`src/rtl/pipeline_pkg.sv`:
```
// Shared pipeline definitions: control-bundle layout, ID/EX FSM encoding,
// bubble constant and the register-match helper used by forwarding.
package pipeline_pkg;

    localparam int CTRL_W = 12;

    // Control bundle bit positions
    localparam int CTRL_REGWRITE = 0;
    localparam int CTRL_MEMREAD  = 1;
    localparam int CTRL_MEMWRITE = 2;
    localparam int CTRL_ALUOP_LO = 3;
    localparam int CTRL_ALUOP_HI = 6;

    typedef enum logic [1:0] {
        ST_RUN     = 2'd0,
        ST_LDSTALL = 2'd1,
        ST_HOLD    = 2'd2
    } stage_state_e;

    // A bubble carries no write or memory side effects; the whole bundle is cleared.
    localparam logic [CTRL_W-1:0] BUBBLE = {CTRL_W{1'b0}};

    // True when an enabled producer writes the source register; $0 never matches.
    function automatic logic reg_match(input logic       en,
                                       input logic [4:0] dst,
                                       input logic [4:0] src);
        return en && (dst == src) && (src != 5'd0);
    endfunction

endpackage

```
`src/rtl/id_ex_stage_fwd_mux.sv`:
```
// Operand forwarding mux: picks the youngest producer of a source register,
// falling back to the register-file value.
module fwd_mux
    import pipeline_pkg::*;
(
    input  logic [4:0]  i_src,
    input  logic [31:0] i_rf_data,
    input  logic        i_ex_en,
    input  logic [4:0]  i_ex_reg,
    input  logic [31:0] i_ex_data,
    input  logic        i_mem_en,
    input  logic [4:0]  i_mem_reg,
    input  logic [31:0] i_mem_data,
    input  logic        i_wb_en,
    input  logic [4:0]  i_wb_reg,
    input  logic [31:0] i_wb_data,
    output logic [31:0] o_operand
);

    // Priority select: EX over MEM over WB over register file.
    always_comb begin
        o_operand = i_rf_data;
        if (reg_match(i_ex_en, i_ex_reg, i_src)) begin
            o_operand = i_ex_data;
        end else if (reg_match(i_mem_en, i_mem_reg, i_src)) begin
            o_operand = i_mem_data;
        end else if (reg_match(i_wb_en, i_wb_reg, i_src)) begin
            o_operand = i_wb_data;
        end else begin
            o_operand = i_rf_data;
        end
    end

endmodule

```
`src/rtl/id_ex_stage.sv`:
```
// ID/EX pipeline register with operand forwarding, load-use interlock,
// downstream-stall hold, branch flush and a saturating stall-cycle counter.
module id_ex_stage
    import pipeline_pkg::*;
#(
    parameter int CTRL_W = pipeline_pkg::CTRL_W,
    parameter int CNT_W  = 16
)(
    input  logic              Clk,
    input  logic              Reset,
    input  logic              ID_Valid,
    input  logic [4:0]        ID_Rs,
    input  logic [4:0]        ID_Rt,
    input  logic              ID_UsesRs,
    input  logic              ID_UsesRt,
    input  logic [4:0]        ID_WriteReg,
    input  logic [31:0]       ID_Imm,
    input  logic [CTRL_W-1:0] ID_Ctrl,
    input  logic              ID_MemRead,
    input  logic [31:0]       ReadData1,
    input  logic [31:0]       ReadData2,
    input  logic [31:0]       EXR_Result,
    input  logic              MEM_RegWrite,
    input  logic [4:0]        MEM_WriteReg,
    input  logic [31:0]       MEM_Data,
    input  logic              WB_RegWrite,
    input  logic [4:0]        WB_WriteReg,
    input  logic [31:0]       WB_Data,
    input  logic              EX_Stall,
    input  logic              Flush,
    output logic              ID_Stall,
    output logic              EX_Valid,
    output logic              EX_RegWrite,
    output logic              EX_MemRead,
    output logic [4:0]        EX_Rs,
    output logic [4:0]        EX_Rt,
    output logic [4:0]        EX_WriteReg,
    output logic [31:0]       EX_Data1,
    output logic [31:0]       EX_Data2,
    output logic [31:0]       EX_Imm,
    output logic [CTRL_W-1:0] EX_Ctrl,
    output logic [CNT_W-1:0]  StallCount
);

    stage_state_e      r_state;
    stage_state_e      w_next_state;
    logic              r_flush_pend;
    logic              r_ex_valid, r_ex_regwrite, r_ex_memread;
    logic [4:0]        r_ex_rs, r_ex_rt, r_ex_wr;
    logic [31:0]       r_ex_d1, r_ex_d2, r_ex_imm;
    logic [CTRL_W-1:0] r_ex_ctrl;
    logic [CNT_W-1:0]  r_stall_cnt;

    logic        w_kill, w_load_use, w_ex_fwd_en;
    logic        w_id_stall, w_capture, w_bubble;
    logic [31:0] w_op1, w_op2;

    // A pending flush from a held cycle kills the next captured instruction.
    assign w_kill      = Flush | r_flush_pend;
    // A load in EX cannot forward; only ALU results are taken from EX.
    assign w_ex_fwd_en = r_ex_valid & r_ex_regwrite & ~r_ex_memread;
    assign w_load_use  = ID_Valid & r_ex_valid & r_ex_memread & (r_ex_wr != 5'd0) &
                         ((ID_UsesRs & (ID_Rs == r_ex_wr)) | (ID_UsesRt & (ID_Rt == r_ex_wr)));

    fwd_mux u_fwd_rs (
        .i_src(ID_Rs), .i_rf_data(ReadData1),
        .i_ex_en(w_ex_fwd_en), .i_ex_reg(r_ex_wr), .i_ex_data(EXR_Result),
        .i_mem_en(MEM_RegWrite), .i_mem_reg(MEM_WriteReg), .i_mem_data(MEM_Data),
        .i_wb_en(WB_RegWrite), .i_wb_reg(WB_WriteReg), .i_wb_data(WB_Data),
        .o_operand(w_op1)
    );

    fwd_mux u_fwd_rt (
        .i_src(ID_Rt), .i_rf_data(ReadData2),
        .i_ex_en(w_ex_fwd_en), .i_ex_reg(r_ex_wr), .i_ex_data(EXR_Result),
        .i_mem_en(MEM_RegWrite), .i_mem_reg(MEM_WriteReg), .i_mem_data(MEM_Data),
        .i_wb_en(WB_RegWrite), .i_wb_reg(WB_WriteReg), .i_wb_data(WB_Data),
        .o_operand(w_op2)
    );

    // FSM state register.
    always_ff @(posedge Clk) begin
        if (Reset) begin
            r_state <= ST_RUN;
        end else begin
            r_state <= w_next_state;
        end
    end

    // FSM next-state logic; a downstream stall takes precedence over everything else.
    always_comb begin
        w_next_state = ST_RUN;
        case (r_state)
            ST_RUN: begin
                if (EX_Stall) begin
                    w_next_state = ST_HOLD;
                end else if (w_load_use && !w_kill) begin
                    w_next_state = ST_LDSTALL;
                end else begin
                    w_next_state = ST_RUN;
                end
            end
            ST_LDSTALL: begin
                if (EX_Stall) begin
                    w_next_state = ST_HOLD;
                end else begin
                    w_next_state = ST_RUN;
                end
            end
            ST_HOLD: begin
                if (EX_Stall) begin
                    w_next_state = ST_HOLD;
                end else begin
                    w_next_state = ST_RUN;
                end
            end
            default: w_next_state = ST_RUN;
        endcase
    end

    // FSM outputs: upstream stall, capture of ID, or bubble insertion.
    always_comb begin
        w_id_stall = 1'b0;
        w_capture  = 1'b0;
        w_bubble   = 1'b0;
        case (r_state)
            ST_RUN: begin
                if (EX_Stall) begin
                    w_id_stall = 1'b1;
                end else if (w_load_use && !w_kill) begin
                    w_id_stall = 1'b1;
                    w_bubble   = 1'b1;
                end else begin
                    w_capture  = 1'b1;
                end
            end
            ST_LDSTALL: begin
                if (EX_Stall) begin
                    w_id_stall = 1'b1;
                end else begin
                    w_capture  = 1'b1;
                end
            end
            ST_HOLD: begin
                w_id_stall = 1'b1;
            end
            default: begin
                w_id_stall = 1'b0;
            end
        endcase
    end

    // ID/EX payload register: bubble, capture (killed or real) or hold.
    always_ff @(posedge Clk) begin
        if (Reset || w_bubble || (w_capture && !(ID_Valid && !w_kill))) begin
            r_ex_valid    <= 1'b0;
            r_ex_regwrite <= 1'b0;
            r_ex_memread  <= 1'b0;
            r_ex_rs       <= 5'd0;
            r_ex_rt       <= 5'd0;
            r_ex_wr       <= 5'd0;
            r_ex_d1       <= 32'd0;
            r_ex_d2       <= 32'd0;
            r_ex_imm      <= 32'd0;
            r_ex_ctrl     <= BUBBLE;
        end else if (w_capture) begin
            r_ex_valid    <= 1'b1;
            r_ex_regwrite <= ID_Ctrl[CTRL_REGWRITE];
            r_ex_memread  <= ID_MemRead;
            r_ex_rs       <= ID_Rs;
            r_ex_rt       <= ID_Rt;
            r_ex_wr       <= ID_WriteReg;
            r_ex_d1       <= w_op1;
            r_ex_d2       <= w_op2;
            r_ex_imm      <= ID_Imm;
            r_ex_ctrl     <= ID_Ctrl;
        end else begin
            r_ex_valid    <= r_ex_valid;
        end
    end

    // Remember a flush that arrives while ID is held so the held instruction dies later.
    always_ff @(posedge Clk) begin
        if (Reset) begin
            r_flush_pend <= 1'b0;
        end else if (Flush && (EX_Stall || (r_state == ST_HOLD))) begin
            r_flush_pend <= 1'b1;
        end else if (w_capture) begin
            r_flush_pend <= 1'b0;
        end else begin
            r_flush_pend <= r_flush_pend;
        end
    end

    // Saturating count of cycles in which ID is stalled.
    always_ff @(posedge Clk) begin
        if (Reset) begin
            r_stall_cnt <= {CNT_W{1'b0}};
        end else if (w_id_stall && (r_stall_cnt != {CNT_W{1'b1}})) begin
            r_stall_cnt <= r_stall_cnt + {{(CNT_W-1){1'b0}}, 1'b1};
        end else begin
            r_stall_cnt <= r_stall_cnt;
        end
    end

    assign ID_Stall    = w_id_stall;
    assign EX_Valid    = r_ex_valid;
    assign EX_RegWrite = r_ex_regwrite;
    assign EX_MemRead  = r_ex_memread;
    assign EX_Rs       = r_ex_rs;
    assign EX_Rt       = r_ex_rt;
    assign EX_WriteReg = r_ex_wr;
    assign EX_Data1    = r_ex_d1;
    assign EX_Data2    = r_ex_d2;
    assign EX_Imm      = r_ex_imm;
    assign EX_Ctrl     = r_ex_ctrl;
    assign StallCount  = r_stall_cnt;

endmodule

```
`config.mk`:
```
export PLATFORM = sky130hd
export DESIGN_NAME = id_ex_stage
export DESIGN_NICKNAME = d
export VERILOG_FILES = /design/src/rtl/pipeline_pkg.sv /design/src/rtl/id_ex_stage_fwd_mux.sv /design/src/rtl/id_ex_stage.sv
export SDC_FILE = /design/constraint.sdc
export NUM_CORES = 1
export LEC_CHECK = 0
export CORE_MARGIN = 5
export CORE_UTILIZATION = 25
export DETAILED_ROUTE_END_ITERATION = 10
export GPL_ROUTABILITY_DRIVEN = 0
export PLACE_DENSITY_LB_ADDON = 0.08
export SYNTH_ARGS = -nofsm -noshare
export SYNTH_HDL_FRONTEND = slang
export SYNTH_HIERARCHICAL = 1
export SYNTH_SLANG_ARGS = --single-unit
export TNS_END_PERCENT = 20
```
`constraint.sdc`:
```
create_clock -name Clk -period 2.1 [get_ports Clk]
set_input_delay 0.21 -clock Clk [delete_from_list [all_inputs] [get_ports Clk]]
set_output_delay 0.21 -clock Clk [all_outputs]
set_load 0.005 [all_outputs]
```
== After elaboration in Yosys (flattened, before gate mapping) ==
Index checks and enable logic that the tools add are counted.
Widths: inputs -> output; s select.

* Add/sub/neg operators: 1
* Equality and inequality tests: 11
* Multiplexer cells: 22
* Bitwise logic cells: 11
* Reduce and logical (&&, ||, !) cells: 28

{| class="wikitable"
|+ Operator list
! operator !! number
|-
| $mux 32 || 6
|-
| $eq 5x5->1 || 8
|-
| $logic_and 1x1->1 || 17
|-
| $add 16x1->16 const B || 1
|-
| $ne 16x16->1 const B || 1
|-
| $reduce_bool 5->1 || 3
|-
| $mux 1 || 11
|-
| $and 1x1->1 || 8
|-
| $mux 2 || 2
|-
| $pmux 2 s2 || 1
|-
| $logic_or 1x1->1 || 3
|-
| $pmux 1 s3 || 1
|-
| $eq 2x1->1 const B || 1
|-
| $eq 2x2->1 const B || 1
|-
| $logic_not 1->1 || 2
|-
| $logic_not 2->1 || 1
|-
| $or 1x1->1 || 2
|-
| $pmux 1 s2 || 1
|-
| $reduce_bool 2->1 || 1
|-
| $reduce_or 2->1 || 1
|-
| $not 1->1 || 1
|}

* Bits in registers: 145
* Bits of input ports: 239
* Output and inout bits: 143
* Logic and storage cells: 86

== Longest topological paths before layout ==
Gate-level depths: netlist of run 1.

* Depth in word-level cells: 10
* Mapped depth: 10
* Gate-level depth less buffers: 8

== By module ==
The synthesis of run 1 kept the hierarchy.

{| class="wikitable"
|+ By module, submodules not included
! module !! times used !! cells each !! area each (µm²) !! seq. area each (µm²)
|-
| id_ex_stage || 1 || 689 || 5447.7 || 2882.8
|-
| fwd_mux || 2 || 192 || 1367.6 || 0.0
|}

== Worst setup path after synthesis of run 1 ==
Ideal clock, no wire load.

* Path type: reg2reg
* Start point: reg r_ex_wr[1], in the netlist EX_WriteReg[1]
* End point: reg r_ex_ctrl[10], in the netlist EX_Ctrl[10]
* Library setup time: 0.120 ns
* Data arrival time: 1.964 ns
* Required time: 1.980 ns
* Setup slack: 0.017 ns
* Stages on the path, launching flop included: 9
* Path buffers: 2
* Period minus slack after synthesis: 2.083 ns
* Path through: dfxtp_1 xnor2_1 nand4_1 o22ai_1 nand2_1 o21ai_1 buf_2 buf_2 a21oi_1

* Longest elaborated chain between the ends: 10
* Elaborated cells on any way between the ends: 18
* Classes of those cells: eq/ne (2); mux (6); bitwise (5); reduce/logical (5)

{| class="wikitable"
|+ Ends and longest elaborated chain
! item !! line !! source
|-
| from (decl) || id_ex_stage.sv:49 || <nowiki>logic [4:0] r_ex_rs, r_ex_rt, r_ex_wr;</nowiki>
|-
| from (signal assigned) || id_ex_stage.sv:172 || <nowiki>r_ex_wr <= ID_WriteReg;</nowiki>
|-
| $eq 5x5->1 || id_ex_stage.sv:63 || <nowiki>((ID_UsesRs & (ID_Rs == r_ex_wr)) | (ID_UsesRt & (ID_Rt == r_ex_wr)));</nowiki>
|-
| $and 1x1->1 || id_ex_stage.sv:63 ||
|-
| $or 1x1->1 || id_ex_stage.sv:63 ||
|-
| $and 1x1->1 * || id_ex_stage.sv:62 || <nowiki>assign w_load_use = ID_Valid & r_ex_valid & r_ex_memread & (r_ex_wr != 5'd0) &</nowiki>
|-
| $logic_and 1x1->1 * || id_ex_stage.sv:130 || <nowiki>end else if (w_load_use && !w_kill) begin</nowiki>
|-
| $mux 1 || id_ex_stage.sv:130 ||
|-
| $mux 1 || id_ex_stage.sv:128 || <nowiki>if (EX_Stall) begin</nowiki>
|-
| $pmux 1 s2 / $mux 1 (equally long branches) || id_ex_stage.sv:126 || <nowiki>case (r_state)</nowiki>
|-
| $logic_and 1x1->1 / $logic_or 1x1->1 (equally long branches) || id_ex_stage.sv:155 || <nowiki>if (Reset || w_bubble || (w_capture && !(ID_Valid && !w_kill))) begin</nowiki>
|-
| $logic_or 1x1->1 || id_ex_stage.sv:155 ||
|-
| to (signal assigned) || id_ex_stage.sv:176 || <nowiki>r_ex_ctrl <= ID_Ctrl;</nowiki>
|-
| to (decl) || id_ex_stage.sv:51 || <nowiki>logic [CTRL_W-1:0] r_ex_ctrl;</nowiki>
|}

Every way passes the cells marked *; elsewhere a longest branch is shown, timed or not.
A chain may end at the register's enable or synchronous reset.

== Worst setup path in the final report of run 1 ==
* Start point: reg r_flush_pend
* End point: reg r_stall_cnt[9], in the netlist StallCount[9]

* Longest elaborated chain between the ends: 7

{| class="wikitable"
|+ Ends and longest elaborated chain
! item !! line !! source
|-
| from (decl) || id_ex_stage.sv:47 || <nowiki>logic r_flush_pend;</nowiki>
|-
| from (signal assigned) || id_ex_stage.sv:191 || <nowiki>r_flush_pend <= r_flush_pend;</nowiki>
|-
| $or 1x1->1 || id_ex_stage.sv:59 || <nowiki>assign w_kill = Flush | r_flush_pend;</nowiki>
|-
| $logic_not 1->1 || id_ex_stage.sv:130 ||
|-
| $logic_and 1x1->1 || id_ex_stage.sv:130 ||
|-
| $mux 1 || id_ex_stage.sv:130 ||
|-
| $mux 1 || id_ex_stage.sv:128 ||
|-
| $pmux 1 s3 || id_ex_stage.sv:126 ||
|-
| $logic_and 1x1->1 || id_ex_stage.sv:199 || <nowiki>end else if (w_id_stall && (r_stall_cnt != {CNT_W{1'b1}})) begin</nowiki>
|-
| to (signal assigned) || id_ex_stage.sv:198 || <nowiki>r_stall_cnt <= {CNT_W{1'b0}};</nowiki>
|-
| to (signal assigned) || id_ex_stage.sv:200 || <nowiki>r_stall_cnt <= r_stall_cnt + {{(CNT_W-1){1'b0}}, 1'b1};</nowiki>
|-
| to (signal assigned) || id_ex_stage.sv:202 || <nowiki>r_stall_cnt <= r_stall_cnt;</nowiki>
|-
| to (decl) || id_ex_stage.sv:52 || <nowiki>logic [CNT_W-1:0] r_stall_cnt;</nowiki>
|}

Every way passes these cells.

==> results of run 1 <==
-- kinds of logic (layout without fill, tap and decap cells) --
logic type | Yosys count | in the layout
XOR/XNOR | 41 | 41
buffers and inverters | 107 | 564
AO/OA/AOI/OAI | 353 | 353
flip-flops | 144 | 144
adder cells (fa/ha/maj) | 5 | 5
other | 0 | 3
AND/OR/NAND/NOR | 421 | 421
multiplexers | 2 | 2
-- worst paths after layout --
check        cells past startpoint  slack, ns          from             to
max reg2reg                      7      -0.05  r_flush_pend  StallCount[9]
min reg2reg                      2       0.45  EX_Data2[30]   EX_Data2[30]
min                              4       0.22      ID_Rs[4]       EX_Rs[4]
max                              7      -0.05  r_flush_pend  StallCount[9]
-- sequential cells by signal, indices dropped and copies added, names as in the netlist --
name          flops
r_flush_pend      1
EX_Data2         32
EX_WriteReg       5
EX_MemRead        1
StallCount       16
EX_Rt             5
r_state           2
EX_Ctrl          12
EX_Rs             5
EX_Data1         32
EX_Imm           32
EX_Valid          1
-- cell type report --
class	instances	area share, %
repair buffers	528	37.6
multi-input cells	822	35.1
flip-flops and latches	144	19.5
well taps	442	3.71
clock buffers	22	3.25
clock inverters	8	0.697
inverters	6	0.151
diodes	3	0.0504
-- timing repair --
action,in CTS,in global routing
pin swaps,15,35
endpoints found under the setup margin,136,139
resized for setup,61,81
gates cloned,7,3
setup buffers,14,1
-- cells in the mapped netlist (2+ instances only) --
master and number:
sky130_fd_sc_hd__ha_1 5, sky130_fd_sc_hd__a21oi_1 139, sky130_fd_sc_hd__clkbuf_1 58, sky130_fd_sc_hd__nand4_1 9, sky130_fd_sc_hd__xor2_1 5, sky130_fd_sc_hd__a22o_1 50, sky130_fd_sc_hd__xnor2_2 2, sky130_fd_sc_hd__buf_2 34
sky130_fd_sc_hd__a41o_1 2, sky130_fd_sc_hd__a221o_1 50, sky130_fd_sc_hd__o21ai_1 9, sky130_fd_sc_hd__a221oi_1 14, sky130_fd_sc_hd__nand2_1 284, sky130_fd_sc_hd__o21ai_0 27, sky130_fd_sc_hd__buf_6 7, sky130_fd_sc_hd__nand3_1 6
sky130_fd_sc_hd__and3_1 65, sky130_fd_sc_hd__nor2_1 20, sky130_fd_sc_hd__dfxtp_1 144, sky130_fd_sc_hd__or4_1 7, sky130_fd_sc_hd__nor3_1 6, sky130_fd_sc_hd__or4b_1 3, sky130_fd_sc_hd__inv_1 6, sky130_fd_sc_hd__or3_1 10
sky130_fd_sc_hd__xnor2_1 34, sky130_fd_sc_hd__nor4_1 4, sky130_fd_sc_hd__o21a_1 51, sky130_fd_sc_hd__o31ai_1 5
-- layer usage --
layer	track usage [%]	wire [um]
met1	28.6	18500
met2	37.7	20800
met3	7.27	3550
met5	0	34
met4	5.99	640
-- per-stage QoR --
stage	utilization, %	power, mW	cells
finish	45.9	8.19	1975
CTS	44.8	8.23	1969
detailed placement	41.5	4.93	1918
global placement	41.5	4.94	1918
floorplan	-	3.68	1073
global route	45.9	8.56	1974
-- critical path: cells and delay by family, from the launching register on --
family | cells | cell delay [ns]
AND/OR/NAND/NOR | 3 | 1.10
buffers and inverters | 1 | 0.16
flip-flops | 1 | 0.31
AO/OA/AOI/OAI | 3 | 0.51
-- where the power goes --
group | leakage [nW] | total [mW] | internal [mW] | switching, mW
clock network | 0.289 | 3.14 | 1.87 | 1.27
registers | 1.18 | 2.93 | 2.85 | 0.0770
logic | 4.25 | 2.12 | 1.21 | 0.906
total | 5.72 | 8.19 | 5.93 | 2.26
==> results.py, run 1 <==
metrics = {
    "run_status": {
        "status": "complete, but fails checks",
        "violated_checks": "negative setup slack",
    },
    "placement": {
        "dpl_hpwl_mm": 30.9,
        "port_buffers": 381,
        "dpl_worst_slack_ns": -0.673,
        "post_dp_cell_area_sq_mm": 0.0135,
    },
    "flow_run": {
        "maxCapViolCount": 0,
    },
    "floorplanning": {
        "die_height_um": 191,
        "fp.dieArea_sq_mm": 0.0365,
        "io_pins": 382,
        "core_area_sq_mm": 0.0325,
        "placementRows": 66,
        "start_util_pct": 25.2,
        "dieWidth_um": 191,
    },
    "drt": {
        "viasPerCell": 5.04,
        "firstDrtPassIters": 5,
        "drcViolationCount": 0,
        "routedWlPerCell_um": 22.0,
        "wire_length_reported_by_the_detailed_router_mm": 43.5,
        "ant_nets": 0,
        "detailedRoute.firstIterationViolations": 543,
        "routed-via-count": 9950,
    },
    "layout": {
        "n_fill_cell": 3211,
        "postLayoutCellArea_sq_mm": 0.0149,
        "most_common_cell_after_layout_fill_and_taps_aside": "sky130_fd_sc_hd__clkdlybuf4s50_1",
        "areaGrowthSynthToFinish_pct": 82.0,
        "seqCellArea_sq_mm": 0.00290,
        "fraction_of_layout_cells_with_a_size_suffix_above_1_pct": 18.2,
        "mostFrequentLayoutCells": "366 x sky130_fd_sc_hd__clkdlybuf4s50_1, 274 x sky130_fd_sc_hd__nand2_1, 138 x sky130_fd_sc_hd__dfxtp_1",
        "multi_input_comb_area_sq_mm": 0.00523,
        "net_total_in_the_final_layout": 1763,
    },
    "yosys": {
        "synth-seq-area-share_pct": 35.2,
        "synth.avg_cell_area_sq_um": 7.63,
        "synth-edff-count": 0,
        "muxShareOfSynthArea_pct": 0.260,
        "synth.top_cell.area_share_pct": 35.2,
        "number_of_warning_messages_in_the_yosys_log": 6,
        "synth_fp_nets": 1317,
        "netlist_instances": 1073,
        "post_synth_fa_ha_maj_area_fraction_pct": 0.765,
        "mappedNetlistArea_sq_mm": 0.00818,
        "synth_compound_area_share_pct": 29.9,
        "async_reset_ff_share_pct": 0,
        "synth.ff_latch_count": 144,
        "xor_xnor_portion_of_the_synthesized_cell_area_pct": 4.57,
        "synth.largest_area_cell": "sky130_fd_sc_hd__dfxtp_1",
        "synthFlopType": "sky130_fd_sc_hd__dfxtp_1",
        "distinct_cell_type_count_after_synthesis": 45,
        "synth_top_family_by_area": "compound AO/OA/AOI/OAI gates",
        "synth.area.top_cells": "sky130_fd_sc_hd__dfxtp_1 35%, sky130_fd_sc_hd__nand2_1 13%, sky130_fd_sc_hd__a21oi_1 8.5%",
        "yosys.area_share.simple_pct": 23.2,
    },
    "setup_path": {
        "timing.critical_path.arrival_ns": 2.53,
        "cp_slowest_cell": "sky130_fd_sc_hd__or4b_1",
        "crit_chain": "or3b_4 -> a211oi_4 -> nor3b_4 -> a21oi_4 -> buf_12 -> or4b_1 -> a21oi_1",
        "crit_path_end_kind": "flop",
        "criticalPathCategory": "flop to flop",
        "longest_individual_stage_delay_on_the_worst_path_ns": 0.46,
        "critical_path.max_fanout": 11,
        "worst_setup_path_start_kind": "flop",
        "cp_data_required_time_ns": 2.48,
    },
    "timing": {
        "rsz0062_at_grt": "true",
        "min_period_over_period_pct": 102,
        "final.min_clock_period_ns": 2.15,
        "worst_pin_slew_ns": 0.732,
        "fmaxAchievable_mhz": 465,
        "final_hold_slack_ns": 0.221,
        "timing.final.hold_violations": 0,
        "worst_slew_margin_rel_pct": 50.8,
        "timing.final.setup_violations": 30,
        "worst_clock_skew_ns": 0.00826,
        "finalMaxSlewViolations": 0,
        "final.setup.tns_ns": -0.645,
        "timing.final.ws_setup_ns": -0.0513,
    },
    "clock_network": {
        "clk_transition_reported_paths_ns": 0.06,
        "cts_tree": "done",
        "ctsHoldBuffers": 0,
        "insertion_delay_ns": 0.44,
        "cts_max_path_buffers": 2,
        "cts_made_buffers": 17,
        "h-tree-depth": 4,
        "cts_sinks": 144,
        "clk_root_buffer_cell": "sky130_fd_sc_hd__clkbuf_16",
    },
    "global_route": {
        "global_route.overflow_total": 0,
        "number_of_antenna_violations_at_the_first_check_in_global_routing": 7,
        "number_of_global_route_vias_before_repair": 9955,
        "grt_pass1_wl_mm": 62.8,
        "grt.total_usage_pct": 22.7,
        "grt_max_degree": 65,
    },
    "power_and_ir_drop": {
        "power_per_cell_area_mw_per_mm2": 550,
        "total_leakage_power_nw": 5.72,
        "vdd_ir_drop_max_mv": 0.566,
    },
    "worst_hold_path": {
        "hold_wc_path_type": "input port to flop",
    },
}
Power figures use the tool's default switching activity.
==> run 2: changes to the inputs <==
- CTS_CLUSTER_DIAMETER: not set -> 30
==> results of run 2 <==
No change in the layout: final DEF, timing and power equal those of run 1.
